### config.mk
export PLATFORM = sky130hd
export DESIGN_NAME = mem_access_ctrl
export DESIGN_NICKNAME = d
export VERILOG_FILES = /design/src/rtl/mem_access_ctrl.sv
export SDC_FILE = /design/constraint.sdc
export NUM_CORES = 1
export LEC_CHECK = 0
export ABC_AREA = 0
export ABC_CLOCK_PERIOD_IN_PS = 3700
export CORE_ASPECT_RATIO = 1.4
export CORE_UTILIZATION = 50
export CTS_CLUSTER_DIAMETER = 120
export DETAILED_ROUTE_END_ITERATION = 10
export PLACE_DENSITY = 0.95
export SYNTH_ARGS = -nofsm -noshare
export SYNTH_HDL_FRONTEND = slang
export SYNTH_SLANG_ARGS = --single-unit
### constraint.sdc
create_clock -name clk -period 3.7 [get_ports clk]
set_input_delay 0.74 -clock clk [delete_from_list [all_inputs] [get_ports clk]]
set_output_delay 0.74 -clock clk [all_outputs]
set_load 0.03 [all_outputs]
### src/rtl/mem_access_ctrl.sv
// rtl/mem_access_ctrl.sv - CPU-side MOV/MOC initiator for the byte-addressed data RAM
module mem_access_ctrl #(
  parameter int ADDR_W  = 9,
  parameter int TIMEOUT = 15
) (
  input  logic              clk,
  input  logic              rst_n,
  input  logic              start,
  input  logic [5:0]        op3,
  input  logic [ADDR_W-1:0] addr,
  input  logic [31:0]       wdata,
  input  logic [31:0]       wdata2,
  output logic [31:0]       rdata,
  output logic [31:0]       rdata2,
  output logic              busy,
  output logic              done,
  output logic [1:0]        err,
  output logic              mem_mov,
  output logic              mem_rw,
  output logic [ADDR_W-1:0] mem_addr,
  output logic [31:0]       mem_din,
  output logic [5:0]        mem_op,
  input  logic [31:0]       mem_dout,
  input  logic              mem_moc
);

  typedef enum logic [2:0] {S_IDLE, S_REQ, S_REL, S_DONE, S_ERR} state_t;

  localparam logic [7:0] TMO_LAST = 8'(TIMEOUT - 1);

  function automatic logic f_valid(input logic [5:0] code);
    case (code)
      6'b000000, 6'b000001, 6'b000010, 6'b000011,
      6'b000100, 6'b000101, 6'b000110, 6'b000111,
      6'b001001, 6'b001010: f_valid = 1'b1;
      default:              f_valid = 1'b0;
    endcase
  endfunction

  // 0 byte, 1 half, 2 word, 3 double
  function automatic logic [1:0] f_size(input logic [5:0] code);
    case (code)
      6'b000001, 6'b000101, 6'b001001: f_size = 2'd0;
      6'b000010, 6'b000110, 6'b001010: f_size = 2'd1;
      6'b000011, 6'b000111:            f_size = 2'd3;
      default:                         f_size = 2'd2;
    endcase
  endfunction

  function automatic logic [5:0] f_rop(input logic [5:0] code);
    case (code)
      6'b000001, 6'b001001: f_rop = 6'b000001;
      6'b000010, 6'b001010: f_rop = 6'b000010;
      6'b000100, 6'b000111: f_rop = 6'b000100;
      6'b000101:            f_rop = 6'b000101;
      6'b000110:            f_rop = 6'b000110;
      default:              f_rop = 6'b001000;
    endcase
  endfunction

  state_t            state_q, state_d;
  logic [5:0]        op_q, op_d;
  logic [ADDR_W-1:0] addr_q, addr_d;
  logic [31:0]       wdata_q, wdata_d, wdata2_q, wdata2_d;
  logic [31:0]       rdata_q, rdata_d, rdata2_q, rdata2_d;
  logic              beat_q, beat_d;
  logic              armed_q, armed_d;
  logic [1:0]        err_q, err_d;
  logic [7:0]        cnt_q, cnt_d;
  logic              misaligned, is_load, is_dbl, tmo;
  logic [31:0]       ext;

  assign is_load = ~op_q[2];
  assign is_dbl  = (f_size(op_q) == 2'd3);
  assign tmo     = (cnt_q == TMO_LAST);

  always_comb begin
    case (f_size(op3))
      2'd0:    misaligned = 1'b0;
      2'd1:    misaligned = addr[0];
      2'd2:    misaligned = |addr[1:0];
      default: misaligned = |addr[2:0];
    endcase
  end

  always_comb begin
    case (op_q)
      6'b000001: ext = {24'b0, mem_dout[7:0]};
      6'b000010: ext = {16'b0, mem_dout[15:0]};
      6'b001001: ext = {{24{mem_dout[7]}}, mem_dout[7:0]};
      6'b001010: ext = {{16{mem_dout[15]}}, mem_dout[15:0]};
      default:   ext = mem_dout;
    endcase
  end

  always_comb begin
    state_d  = state_q;
    op_d     = op_q;
    addr_d   = addr_q;
    wdata_d  = wdata_q;
    wdata2_d = wdata2_q;
    rdata_d  = rdata_q;
    rdata2_d = rdata2_q;
    beat_d   = beat_q;
    err_d    = err_q;
    cnt_d    = cnt_q + 8'd1;
    armed_d  = ~mem_moc;
    case (state_q)
      S_IDLE: begin
        cnt_d = 8'd0;
        if (start) begin
          op_d     = op3;
          addr_d   = addr;
          wdata_d  = wdata;
          wdata2_d = wdata2;
          beat_d   = 1'b0;
          err_d    = 2'b00;
          if (!f_valid(op3)) begin
            err_d   = 2'b11;
            state_d = S_ERR;
          end else if (misaligned) begin
            err_d   = 2'b01;
            state_d = S_ERR;
          end else begin
            state_d = S_REQ;
          end
        end
      end
      S_REQ: begin
        // a MOC left high from an earlier access only counts once it has been seen low
        armed_d = armed_q | ~mem_moc;
        if (mem_moc && armed_q) begin
          if (is_load) begin
            if (is_dbl && beat_q) rdata2_d = mem_dout;
            else                  rdata_d  = ext;
          end
          cnt_d   = 8'd0;
          state_d = S_REL;
        end else if (tmo) begin
          err_d   = 2'b10;
          state_d = S_ERR;
        end
      end
      S_REL: begin
        if (!mem_moc) begin
          cnt_d = 8'd0;
          if (is_dbl && !beat_q) begin
            beat_d  = 1'b1;
            state_d = S_REQ;
          end else begin
            state_d = S_DONE;
          end
        end else if (tmo) begin
          err_d   = 2'b10;
          state_d = S_ERR;
        end
      end
      default: begin
        cnt_d   = 8'd0;
        state_d = S_IDLE;
      end
    endcase
  end

  always_ff @(posedge clk or negedge rst_n) begin
    if (!rst_n) begin
      state_q  <= S_IDLE;
      op_q     <= '0;
      addr_q   <= '0;
      wdata_q  <= '0;
      wdata2_q <= '0;
      rdata_q  <= '0;
      rdata2_q <= '0;
      beat_q   <= 1'b0;
      armed_q  <= 1'b0;
      err_q    <= 2'b00;
      cnt_q    <= 8'd0;
    end else begin
      state_q  <= state_d;
      op_q     <= op_d;
      addr_q   <= addr_d;
      wdata_q  <= wdata_d;
      wdata2_q <= wdata2_d;
      rdata_q  <= rdata_d;
      rdata2_q <= rdata2_d;
      beat_q   <= beat_d;
      armed_q  <= armed_d;
      err_q    <= err_d;
      cnt_q    <= cnt_d;
    end
  end

  // RAM-side outputs are held at zero while idle so reset leaves every output low
  assign busy     = (state_q != S_IDLE);
  assign done     = (state_q == S_DONE) || (state_q == S_ERR);
  assign err      = (state_q == S_ERR) ? err_q : 2'b00;
  assign rdata    = rdata_q;
  assign rdata2   = rdata2_q;
  assign mem_mov  = (state_q == S_REQ);
  assign mem_rw   = busy & is_load;
  assign mem_op   = busy ? f_rop(op_q) : 6'b000000;
  assign mem_addr = busy ? (beat_q ? addr_q + ADDR_W'(4) : addr_q) : '0;
  assign mem_din  = busy ? (beat_q ? wdata2_q : wdata_q) : 32'b0;

endmodule
# == Yosys cells after proc, flatten, opt, wreduce, memory -nomap -nowiden ==
# Memories as Yosys holds them, arrays and structs flattened.
# Index checks and enable logic that the tools add are counted.
# totals
regBits,158
romBits,144
in_bits,115
out_inout_bits,117
wordCells,95
memories,4
# op_classes
addsub,2
n_eq_ne,17
n_mux,37
bitwise,5
n_reduce_logical,19
# memory_table
memory,words,width,read_ports,rd_ports_with_merged_regs,write_ports,line,source
(name not given),16,4,1,0,0,51,case (code)
(name not given),16,2,1,0,0,42,case (code)
(name not given),16,2,1,0,0,42,
(name not given),16,1,1,0,0,32,case (code)
# op_table
operator,n
32-bit one-hot mux with 4 select lines,1
32-bit two-way mux,2
2-bit two-way mux,9
3-bit two-way mux,6
9-bit two-way mux,2
8-bit two-way mux,2
8-bit one-hot mux with 2 select lines,1
4-bit AND reduction,4
"6-bit by 4-bit == test with 1-bit output, second input constant",2
6-bit two-way mux,2
"2-bit inequality test, second input constant",5
"9-bit by 3-bit adder with 9-bit output, second input constant",1
3-bit one-hot mux with 3 select lines,1
"8-bit by 1-bit adder with 8-bit output, second input constant",1
"8-bit by 4-bit == test with 1-bit output, second input constant",1
1-bit two-way mux,8
"3-bit by 2-bit == test with 1-bit output, second input constant",2
"6-bit by 1-bit == test with 1-bit output, second input constant",1
"6-bit by 2-bit == test with 1-bit output, second input constant",1
2-bit zero test,3
2-bit one-hot mux with 3 select lines,1
3-bit nonzero test,2
"2-bit == test, second input constant",2
"3-bit by 1-bit == test with 1-bit output, second input constant",1
other kinds (15),19

# == Logic depth before layout (Yosys ltp) ==
# logic_depth
depth_word,8
depth_mapped,8
ltp_nobuf,6

# == Worst setup path after synthesis ==
# OpenSTA, ideal clock, no wires.
# synth_timing
kind,register to output
startpoint,reg beat_q
endpoint,out mem_din[10]
arrival_ns,1.568
setup_slack_ns,1.392
path_stages_with_launch,5
path_cell_list,dfrtp_1 > buf_1 > buf_2 > mux2i_1 > nor2_1
# synth_between
elab_chain_len,2
# synth_rtl
element,line,source
from (decl),66,"logic beat_q, beat_d;"
from (signal assigned),186,beat_q <= beat_d;
32-bit two-way mux (2 in a row),203,assign mem_din = busy ? (beat_q ? wdata2_q : wdata_q) : 32'b0;
to (decl),21,"output logic [31:0] mem_din,"
# Every way passes these cells.

# == Worst setup path after layout ==
# layout_timing
startpoint,reg beat_q
endpoint,out mem_addr[4]
# layout_between
elab_chain_len,2
# layout_rtl
element,line,source
9-bit two-way mux (2 in a row),202,assign mem_addr = busy ? (beat_q ? addr_q + ADDR_W'(4) : addr_q) : '0;
to (decl),20,"output logic [ADDR_W-1:0] mem_addr,"
# Every way passes these cells.

==> out/qor.txt <==
fillcell total = 920
EDFF count, synth = 0
r2r setup slk = 1.25 ns
H-tree levels = 4
Layout area overhead = 43.3%
post-route setup TNS = 0 ns
sw power = 1.63 mW
sequential share of power = 39.7%
leakage power = 5.05 nW
slew margin rel. = 48.0%
average via count per standard cell = 5.13
Max stage delay cell, worst path = clkdlybuf4s50_1
Initial DRT Pass Iterations = 7
die width = 103 um
Final Max Tran Viols = 0
Worst Hold Class = in -> async
total grt overflow = 0
ys async rst share = 100%
Antenna Nets Post-Route = 0
sw frac = 30.2%
slowest cell delay on critical path = 0.70 ns
top-count cell post-synth = nand2_1
HPWL Detailed = 13100 um
RSZ-0062 raised after global routing = false
Worst Tran Pin Value = 0.780 ns
synthesis-stage register bit count = 158
core area = 0.0140 mm2
PwrDens = 522 mW/mm2
Max-Cap Viols = 0
power share of the clock group = 36.5%
hold buffers post-CTS = 0
full die area = 0.0149 mm2
IO Port Bufs = 229
ranking of synthesized cells by area = dfrtp_1 (55%), nand2_1 (13%), mux2i_1 (7.9%)
outcome = finished, final reports clean
via count = 5927
total track usage = 25.6%
initial antenna violation count = 1
count of final setup violators = 0
crit path launch type = flop
cells after synthesis = 739
Synth area leader = dfrtp_1
IO Pins = 232
Period Utilization, post-route = 91.1%
Final Hold Viols = 0
Starting DRT DRC Count = 290
Chip Height = 144 um
Post-synth top cells = nand2_1 (249), dfrtp_1 (158), mux2i_1 (57), nor2_1 (56), mux2_2 (37)
maximum buffer depth of the clock tree = 2
Final WS setup = 0.329 ns
layout cells sized above 1 = 9.37%
Max VDD drop = 0.000320 V
Main synth FF type = dfrtp_1
FMAX = 297 MHz
first-pass GRT wire length = 28900 um
cells along the critical path = buf_4 -> nand2_1 -> xor2_1 -> nor2_1 -> clkdlybuf4s50_1
TritonCTS clock tree = built
CP Buf/Inv Count = 2
CTS sink cnt = 158
largest net degree at the start of global routing = 86
Avg WL per Cell = 15.9 um
Initial Util = 51.5%
Reg area = 0.00396 mm2
wirelength, routed = 18400 um
Warnings, synthesis = 0
row count = 51
Critical Path End Type = primary output
Comb pwr share = 23.8%
CTS root buffer = clkbuf_16
later-pin clock latency in the skew report = 0.41 ns
footprint of the multi-input gates = 0.00294 mm2
Seq/Total Area, Yosys = 54.9%
CP Max Fanout = 28
antenna diode count = 0
vias in the first global route = 5985
gpl congestion = 0.835
hold slack = 0.392 ns
WP data arrival = 2.63 ns
DRC = 0
post-CTS sizing = 0
CP Class = reg -> out
Clk pin slew, worst setup/hold paths = 0.07 ns
Final min period = 3.37 ns
total CTS buffers = 17
Mapped Area = 0.00720 mm2
Final Skew = 0.00769 ns
syn avg cell area = 9.74 um2
Crit path max-delay family = buffers and inverters
Yosys cell types = 49
final-stage net count = 1079
post-CTS setup buffers = 0
pre-CTS setup slack = 0.727 ns
Int Power = 3.75 mW
Synth top area share = 54.9%
required time of the critical path = 2.96 ns
==> worst reg2reg max path, stage by stage (launching register included) <==
cell	delay, ns
dfrtp_1	0.37
inv_1	0.07
ha_1	0.24
and3b_1	0.22
o2111ai_2	0.29
nand3_2	0.60
buf_4	0.42
mux2i_1	0.13
==> layout by cell type (no fill, tap or decap), types with 3 or more instances in the layout <==
cell type / instances
and3_1: 6
nand2_1: 248
mux2_2: 37
nor2_1: 56
o21ai_0: 5
nand2b_1: 3
inv_1: 31
mux2_1: 3
a21oi_1: 28
clkbuf_16: 17
nand4_1: 4
xor2_1: 8
mux2i_1: 57
clkdlybuf4s50_1: 228
nor3_1: 4
bufinv_16: 5
inv_6: 5
dfrtp_1: 157
buf_4: 10
ha_1: 6
nand3b_1: 4
and2_1: 3
==> layer usage <==
layer	vias to the layer above	routed length (um)	GRT usage, %
met2	243	9930	46.7
met1	2815	6640	27.4
li1	2829	-	-
met3	40	1290	6.43
met4	0	530	11.0
met5	-	0	0
==> final timing paths <==
check	start	to	depth (start not counted)
max in group asynchronous	rst_n	wdata2_q[17]	2
min in group clk	addr_q[1]	addr_q[1]	2
max reg2reg	op_q[0]	rdata[29]	7
max	beat_q	mem_addr[4]	5
min	rst_n	rdata2[13]	1
min reg2reg	addr_q[1]	addr_q[1]	2
==> kinds of logic after synthesis <==
group / after synthesis / synth area share (%)
buffers and inverters: 74 / 4.59
other: 1 / 0.0521
and+or+nand+nor: 345 / 19.9
xor gates and xnor gates: 10 / 1.22
muxes: 97 / 14.2
adders and majority gates: 6 / 1.04
AOI/OAI and AO/OA: 48 / 4.08
DFF: 158 / 54.9
==> per-stage QoR <==
stage | area (um2) | power [mW] | util, % | std cells
floorplan | 7200 | 2.85 | - | 740
global placement | 9650 | 3.39 | 69.1 | 1124
detailed placement | 9650 | 3.45 | 69.1 | 1124
CTS | 10300 | 5.43 | 73.8 | 1156
global route | 10300 | 5.64 | 73.8 | 1156
finish | 10300 | 5.38 | 73.8 | 1156
==> power by group through the flow <==
stage | logic (mW) | registers, mW | clock network [mW]
after detailed placement | 1.28 | 2.17 | 0
after CTS | 1.29 | 2.14 | 2.00
after global routing | 1.40 | 2.17 | 2.08
after global placement | 1.25 | 2.15 | 0
final | 1.28 | 2.14 | 1.97
after floorplan | 0.619 | 2.23 | 0
==> flip-flops by register name, summed over array words and instances, names as in the netlist <==
signal and flops:
rdata2 32, rdata 32, wdata2_q 32, wdata_q 32
addr_q 9, cnt_q 8, op_q 6, state_q 3
err_q 2, armed_q 1, beat_q 1
==> layout make-up <==
type	count	area share (%)
clock buffer	18	4.26
clock inverter	14	2.21
inverter	32	1.16
multi-input combinational	508	28.5
sequential	158	38.3
tap	185	2.24
timing repair buffer	241	23.3
No activity file was read; power rests on OpenSTA's default activity.
